--- src/rtl/decode_hazard_ctrl_pkg.sv ---
// rtl/decode_hazard_ctrl_pkg.sv - shared types for the decode hazard controller
package decode_hazard_ctrl_pkg;

  typedef logic [4:0] creg_addr_t;

  typedef struct packed {
    logic       valid;
    creg_addr_t rd;
    logic       wen;
    logic       load;
  } hz_slot_t;

  typedef enum logic [1:0] {
    FWD_REG = 2'd0,
    FWD_E   = 2'd1,
    FWD_M   = 2'd2,
    FWD_W   = 2'd3
  } fwd_sel_t;

  localparam hz_slot_t HZ_BUBBLE = '0;

  // x0 is hardwired zero, so it never produces a dependency
  function automatic logic slot_match(hz_slot_t s, creg_addr_t rs, logic use_rs);
    return s.valid & s.wen & (s.rd == rs) & (rs != '0) & use_rs;
  endfunction

endpackage

--- src/rtl/hz_fwd_sel.sv ---
// rtl/hz_fwd_sel.sv - operand forwarding select, youngest in-flight producer wins
module hz_fwd_sel
  import decode_hazard_ctrl_pkg::*;
(
  input  hz_slot_t   e_slot,
  input  hz_slot_t   m_slot,
  input  hz_slot_t   w_slot,
  input  creg_addr_t rs,
  input  logic       use_rs,
  output fwd_sel_t   sel
);

  logic unused_load;
  assign unused_load = e_slot.load ^ m_slot.load ^ w_slot.load;

  always_comb begin
    sel = FWD_REG;
    if (slot_match(e_slot, rs, use_rs))
      sel = FWD_E;
    else if (slot_match(m_slot, rs, use_rs))
      sel = FWD_M;
    else if (slot_match(w_slot, rs, use_rs))
      sel = FWD_W;
  end

endmodule

--- src/rtl/decode_hazard_ctrl.sv ---
// rtl/decode_hazard_ctrl.sv - decode-stage stall/flush/forward control from E/M/W shadow slots
// Optional stall-cycle perf counters with DECODE_HZD_PERF_EN.
module decode_hazard_ctrl
  import decode_hazard_ctrl_pkg::*;
#(
  parameter int MD_LAT = 4
`ifdef DECODE_HZD_PERF_EN
  ,
  parameter int CNT_W  = 32
`endif
) (
  input  logic       clk,
  input  logic       reset,
  input  logic       d_valid,
  input  logic [4:0] d_rs1,
  input  logic [4:0] d_rs2,
  input  logic       d_use_rs1,
  input  logic       d_use_rs2,
  input  logic [4:0] d_rd,
  input  logic       d_wen,
  input  logic       d_is_load,
  input  logic       d_is_md,
  input  logic       mem_stall,
  input  logic       redirect,
  output logic       stall_f,
  output logic       stall_d,
  output logic       bubble_e,
  output logic       flush_d,
  output logic [1:0] fwd_a,
  output logic [1:0] fwd_b,
  output logic       md_busy
`ifdef DECODE_HZD_PERF_EN
  ,
  output logic [CNT_W-1:0] perf_ldu,
  output logic [CNT_W-1:0] perf_md
`endif
);

  localparam int MD_W = (MD_LAT > 1) ? $clog2(MD_LAT) : 1;
  localparam logic [MD_W-1:0] MD_INIT = MD_W'(MD_LAT - 1);

  hz_slot_t        e_q, m_q, w_q, e_d, m_d, w_d, dec_slot;
  logic [MD_W-1:0] md_cnt_q, md_cnt_d;
  fwd_sel_t        sel_a, sel_b;
  logic            busy, ld_use;

  assign dec_slot = '{valid: d_valid, rd: d_rd, wen: d_wen, load: d_is_load};
  assign busy     = (md_cnt_q != '0);
  assign ld_use   = d_valid & e_q.load &
                    (slot_match(e_q, d_rs1, d_use_rs1) | slot_match(e_q, d_rs2, d_use_rs2));

  hz_fwd_sel u_fwd_a (.e_slot(e_q), .m_slot(m_q), .w_slot(w_q), .rs(d_rs1), .use_rs(d_use_rs1), .sel(sel_a));
  hz_fwd_sel u_fwd_b (.e_slot(e_q), .m_slot(m_q), .w_slot(w_q), .rs(d_rs2), .use_rs(d_use_rs2), .sel(sel_b));

  assign fwd_a   = reset ? sel_a : FWD_REG;
  assign fwd_b   = reset ? sel_b : FWD_REG;
  assign md_busy = reset & busy;

  always_comb begin
    stall_f  = 1'b0;
    stall_d  = 1'b0;
    bubble_e = 1'b0;
    flush_d  = 1'b0;
    e_d      = e_q;
    m_d      = m_q;
    w_d      = w_q;
    md_cnt_d = md_cnt_q;
    if (!reset) begin
      md_cnt_d = '0;
    end else if (mem_stall) begin
      stall_f = 1'b1;
      stall_d = 1'b1;
    end else if (redirect) begin
      // the squashed decode op never issues, so its mul/div wait is dropped
      flush_d  = 1'b1;
      bubble_e = 1'b1;
      e_d      = HZ_BUBBLE;
      m_d      = e_q;
      w_d      = m_q;
      md_cnt_d = '0;
    end else if (busy) begin
      // mul/div keeps occupying EX; downstream drains behind it
      stall_f  = 1'b1;
      stall_d  = 1'b1;
      m_d      = HZ_BUBBLE;
      w_d      = m_q;
      md_cnt_d = md_cnt_q - MD_W'(1);
    end else if (ld_use) begin
      stall_f  = 1'b1;
      stall_d  = 1'b1;
      bubble_e = 1'b1;
      e_d      = HZ_BUBBLE;
      m_d      = e_q;
      w_d      = m_q;
    end else begin
      e_d = dec_slot;
      m_d = e_q;
      w_d = m_q;
      if (d_valid & d_is_md)
        md_cnt_d = MD_INIT;
    end
  end

  always_ff @(posedge clk or negedge reset) begin
    if (!reset) begin
      e_q      <= HZ_BUBBLE;
      m_q      <= HZ_BUBBLE;
      w_q      <= HZ_BUBBLE;
      md_cnt_q <= '0;
    end else begin
      e_q      <= e_d;
      m_q      <= m_d;
      w_q      <= w_d;
      md_cnt_q <= md_cnt_d;
    end
  end

`ifdef DECODE_HZD_PERF_EN
  logic ldu_cyc;
  assign ldu_cyc = ~mem_stall & ~redirect & ~busy & ld_use;

  always_ff @(posedge clk or negedge reset) begin
    if (!reset) begin
      perf_ldu <= '0;
      perf_md  <= '0;
    end else begin
      if (ldu_cyc)
        perf_ldu <= perf_ldu + CNT_W'(1);
      if (busy & ~mem_stall)
        perf_md <= perf_md + CNT_W'(1);
    end
  end
`endif

endmodule
--- config.mk ---
export PLATFORM = sky130hd
export DESIGN_NAME = decode_hazard_ctrl
export DESIGN_NICKNAME = d
export VERILOG_FILES = /design/src/rtl/decode_hazard_ctrl_pkg.sv /design/src/rtl/hz_fwd_sel.sv /design/src/rtl/decode_hazard_ctrl.sv
export SDC_FILE = /design/constraint.sdc
export NUM_CORES = 1
export LEC_CHECK = 0
export CAP_MARGIN = 30
export CORE_MARGIN = 2
export CORE_UTILIZATION = 50
export CTS_CLUSTER_DIAMETER = 150
export DETAILED_ROUTE_END_ITERATION = 8
export PLACE_DENSITY = 0.76
export SYNTH_ARGS = -nofsm -noshare
export SYNTH_HDL_FRONTEND = slang
export SYNTH_SLANG_ARGS = --single-unit
--- constraint.sdc ---
create_clock -name clk -period 4.8 [get_ports clk]
set_clock_uncertainty 0.15 [all_clocks]
set_input_delay 1.44 -clock clk [delete_from_list [all_inputs] [get_ports clk]]
set_output_delay 1.44 -clock clk [all_outputs]
set_load 0.02 [all_outputs]
; ---- After elaboration in Yosys (flattened, before gate mapping)
; Index checks and enable logic that the tools add are counted.
[op_classes]
addsub = 1
n_eq_ne = 10
muxes = 31
bitwise = 27
n_reduce_logical = 6
[op_table]
columns = cell, n
row1 = two-way mux 8 bit, 5
row2 = equality test 5 bit, 6
row3 = two-way mux 2 bit, 14
row4 = bitwise AND 1 bit, 25
row5 = two-way mux 1 bit, 12
row6 = nonzero test 5 bit, 2
row7 = AND reduction 3 bit, 2
row8 = "!= test 2 bit, second input constant", 2
row9 = "!= test 4 x 1 -> 1 bit, second input constant", 1
row10 = "!= test 4 bit, second input constant", 1
row11 = AND reduction 2 bit, 1
row12 = nonzero test 2 bit, 1
row13 = "subtractor 2 x 1 -> 2 bit, second input constant", 1
row14 = inverter 1 bit, 1
row15 = OR 1 bit, 1
[word_totals]
regBits = 24
out_inout_bits = 9

; ---- Depth between registers and ports, before layout
[logic_depth]
ltp_word = 11
ltp_mapped = 7
ltp_nobuf = 7

; ---- Cells and area by module
; Synthesis repeated with hierarchy kept, for this count alone.
[unflattened]
cells_unflattened = 171
hier_area_um2 = 1801.7
[modules_own_cells]
columns = mod, n_inst, cells_each, area_each_um2, seq_area_each_um2
row1 = decode_hazard_ctrl, 1, 115, 1323.8, 650.6
row2 = hz_fwd_sel, 2, 28, 239.0, 0.0

; ---- Worst setup path after synthesis
; No wires, ideal clock.
[synth_timing]
path_kind = input port to output port
start = input d_rs1[2]
end = output stall_f
t_arrival_ns = 2.918
t_required_ns = 3.210
slack_ns = 0.292
cell_stages = 7
n_path_buf = 1
path_cell_list = xnor2_1 > nand4_1 > or3_4 > a21oi_4 > nor3b_1 > nor2_1 > buf_4
[synth_between]
elab_chain_len = 11
elab_cells_between_ends = 12
cone_classes = eq/ne (1) / mux (5) / bitwise (5) / reduce/logical (1)
[synth_rtl]
columns = item, line_no
row1 = from (decl), decode_hazard_ctrl.sv:15  ; input logic [4:0] d_rs1,
row2 = equality test 5 bit, decode_hazard_ctrl_pkg.sv:24  ; return s.valid & s.wen & (s.rd == rs) & (rs != '0) & use_rs;
row3 = bitwise AND 1 bit, decode_hazard_ctrl_pkg.sv:24
row4 = bitwise AND 1 bit (*) (2 in a row), decode_hazard_ctrl_pkg.sv:24
row5 = OR 1 bit (*), decode_hazard_ctrl.sv:50  ; (slot_match(e_q, d_rs1, d_use_rs1) | slot_match(e_q, d_rs2, d_use_rs2));
row6 = bitwise AND 1 bit (*), decode_hazard_ctrl.sv:49  ; assign ld_use = d_valid & e_q.load &
row7 = two-way mux 1 bit (*) (5 in a row), -
row8 = to (decl), decode_hazard_ctrl.sv:25  ; output logic stall_f,
; Mark *: on every way between the ends. The rest lies on a longest branch, timed or not.

; ---- Final worst setup path
[layout_timing]
start = input d_rs2[0]
end = output stall_d
[layout_between]
elab_chain_len = 11
elab_cells_between_ends = 12
cone_classes = eq/ne (1) / mux (5) / bitwise (5) / reduce/logical (1)
[layout_rtl]
columns = item, line_no
row1 = from (decl), decode_hazard_ctrl.sv:16  ; input logic [4:0] d_rs2,
row2 = equality test 5 bit, decode_hazard_ctrl_pkg.sv:24
row3 = bitwise AND 1 bit, decode_hazard_ctrl_pkg.sv:24
row4 = bitwise AND 1 bit (*) (2 in a row), decode_hazard_ctrl_pkg.sv:24
row5 = OR 1 bit (*), decode_hazard_ctrl.sv:50
row6 = bitwise AND 1 bit (*), decode_hazard_ctrl.sv:49
row7 = two-way mux 1 bit (*), decode_hazard_ctrl.sv:88  ; end else if (ld_use) begin
row8 = two-way mux 1 bit (*), decode_hazard_ctrl.sv:81  ; end else if (busy) begin
row9 = two-way mux 1 bit (*), decode_hazard_ctrl.sv:73  ; end else if (redirect) begin
row10 = two-way mux 1 bit (*), decode_hazard_ctrl.sv:70  ; end else if (mem_stall) begin
row11 = two-way mux 1 bit (*), decode_hazard_ctrl.sv:68  ; if (!reset) begin
row12 = to (decl), decode_hazard_ctrl.sv:26  ; output logic stall_d,
; Marked as above.

==> flow_summary.ini <==
[global_route]
grt_max_degree = 23
grtUsageTotal_pct = 23.5
antenna_found_initial = 0
grt_pass1_wl_um = 6150
grt_overflow = 0
grt_pass1_vias = 1349

[final_layout]
drive_gt1_share_pct = 21.7
n_antenna_cell = 0
final_nets = 239
mostFrequentLayoutCells = 30 x xnor2_1, 27 x nand2_1, 25 x buf_4
area_growth_pct = 37.4
fin_area_mm2 = 0.00205
layout_commonest_cell = xnor2_1
layout.cells.non_filler = 243

[yosys]
netlist_area_mm2 = 0.00150
ys_seq_elements = 24
yosysUniqueCellTypes = 30
synth_top_family_by_area = simple AND/OR/NAND/NOR gates
synthAdderAreaFrac_pct = 0.837
synth_top_area_share_pct = 40.2
synthCells = 158
synth_nets = 184
syn-mean-instance-area_um2 = 9.46
yosysTopAreaCell = dfrtp_1
synth_xor_area_share_pct = 17.6
synthTopCellsByArea = dfrtp_1 40%, xnor2_1 18%, a22o_1 8.2%
synthMuxAreaShare_pct = 0.669
synth_compound_area_share_pct = 16.9
synth_simple_gate_area_share_pct = 21.5
ys_seq_area_share_pct = 40.2
yosysWarnings = 0

[status]
status = finished, violations left
violations = design-rule violations

[detailed_routing]
vias = 1353
routed_wl_um = 3670
drtPass1Iterations = 6
dr.first_iter.drc_count = 40
drc = 1
vias_per_cell = 5.57
wl_per_cell_um = 15.1
ant_nets = 0

[setup_path]
worstPathRequired_ps = 3210
crit_path_end = stall_d
path_class = primary input to output port
rr_worst_depth = 7
crit_path_start_kind = primary input
crit_arrival_ps = 3130
cp-startpoint = d_rs2[0]
worstPathMaxFanout = 4
r2r_end = e_q[0]
reg2reg_from = e_q[5]
r2r_slack_ps = 2750
endpoint_kind = output port

[min_path]
min_from = md_cnt_q[0]
hp-class = flop to flop

[die]
chipWidth_um = 58.7
chipHeight_um = 58.7
dieArea_mm2 = 0.00344
core.rowCount = 19
io_pins = 34
initial_core_util_pct = 53.3
coreArea_mm2 = 0.00281

[pwr]
switching_share_pct = 30.6
seq_power_share_pct = 51.5
p_leak_uw = 0.000873
power.internal_uw = 359
power_density_mw_per_mm2 = 252
fin_total_pwr_uw = 517
ir_worst_vdd_mv = 0.149
switchingPower_uw = 158
power.share.clock_pct = 20.3
share_comb_of_total_power_pct = 28.2

[cts]
holdBufCountCts = 0
clk_pin_slew_ps = 130
root_buffer = clkbuf_4
tritoncts = built
insertion_delay_ps = 310
cts_buffer_depth = 2
cts_made_buffers = 3
cts_max_level = 1
cts.sinks = 24

[place]
place_area_mm2 = 0.00200
dp_cells = 238
dp_hpwl_um = 2950
io_buffers = 33
gp_congestion = 0.855

[sta]
rsz0062_at_grt = yes
max_slew_margin_pct = 66.6
hold_viol_final = 0
min_period_ps = 4720
hold_slack_ps = 333
tightest_slew_ps = 499
final_max_slew_viol_count = 0
layout_worst_path_cycle_share_pct = 98.4
max_freq_mhz = 212
finalSetupViolations = 0

[run]
cap_viol_max_count = 0
per-layer routing:
metal  wire (um)  GRT usage (%)  up-vias
met5           0              0        -
met1        1610           31.2      645
met2        1810           40.4       36
li1            -              -      664
met3         180           2.20        8
met4          67           7.79        0
cell type report:
class | count | area (um2)
multi-input combinational | 126 | 892
fill | 217 | 751
sequential | 24 | 601
timing repair buffer | 55 | 475
tap | 31 | 38.8
clock buffer | 4 | 36.3
inverter | 3 | 11.3
stage by stage:
stage	TNS [ps]	utilization, %	worst slack (ps)
floorplan	0	-	292
global placement	-2800	71.2	-454
detailed placement	-3140	71.2	-536
CTS	0	72.5	25.2
global route	-72.0	73.2	-56.2
finish	0	73.2	76.2
registers in the layout (all words and copies together) (netlist names):
signal / count
e_q: 8
m_q: 7
md_cnt_q: 2
w_q: 7
power by group through the flow:
stage          logic [uW]  clock network [uW]  registers [uW]
3_3_place_gp          143                   0             269
5_1_grt               160                 118             270
3_5_place_dp          147                   0             270
4_1_cts               145                 110             266
6_report              146                 105             266
2_1_floorplan        88.8                   0             258
cell families (layout without fill, tap and decap cells):
group           after synthesis  in the layout
fa+ha+maj                     1              1
flops                        24             24
buf+inv                       8             62
simple gates                 64             64
xor+xnor                     30             30
compound gates               30             30
mux                           1              1
cells in the mapped netlist:
library cell   n
o211a_1        2
a31oi_1        1
nor3_1         4
a21oi_1        1
nor3b_1        1
nor2_4         1
or4_1          2
a21oi_4        1
a22o_1        14
nand2b_1       3
o21ai_0        3
buf_4          1
a21boi_0       3
or3_4          2
nand2_1       27
clkbuf_1       3
xnor2_1       30
a21boi_1       1
nor2b_1        4
a21o_1         1
dfrtp_1       24
nand3_1        8
nor2_1         6
ha_1           1
o22ai_2        1
o21ai_2        2
buf_2          1
nand4_1        6
inv_1          3
mux2i_1        1
critical path, stage by stage:
cell,delay (ps)
clkdlybuf4s50_1,500
xnor2_1,120
nand4_1,100
or3_4,420
a21oi_4,200
nor3b_2,60
nor2_2,120
buf_4,160
how the worst min path moves through the flow:
stage               cells after the start     endpoint  slack, ps
finish                                  1  md_cnt_q[0]        330
global route                            1  md_cnt_q[0]        350
CTS                                     1  md_cnt_q[0]        340
detailed placement                      1  md_cnt_q[0]        320
global placement                        1  md_cnt_q[0]        310
floorplan                               1  md_cnt_q[0]        300
what timing repair did:
item	CTS	global route
setup endpoints to repair	7	5
buffers inserted	1	0
pin swaps	7	0
resized for setup	40	6
(Power assumes the default switching activity.)
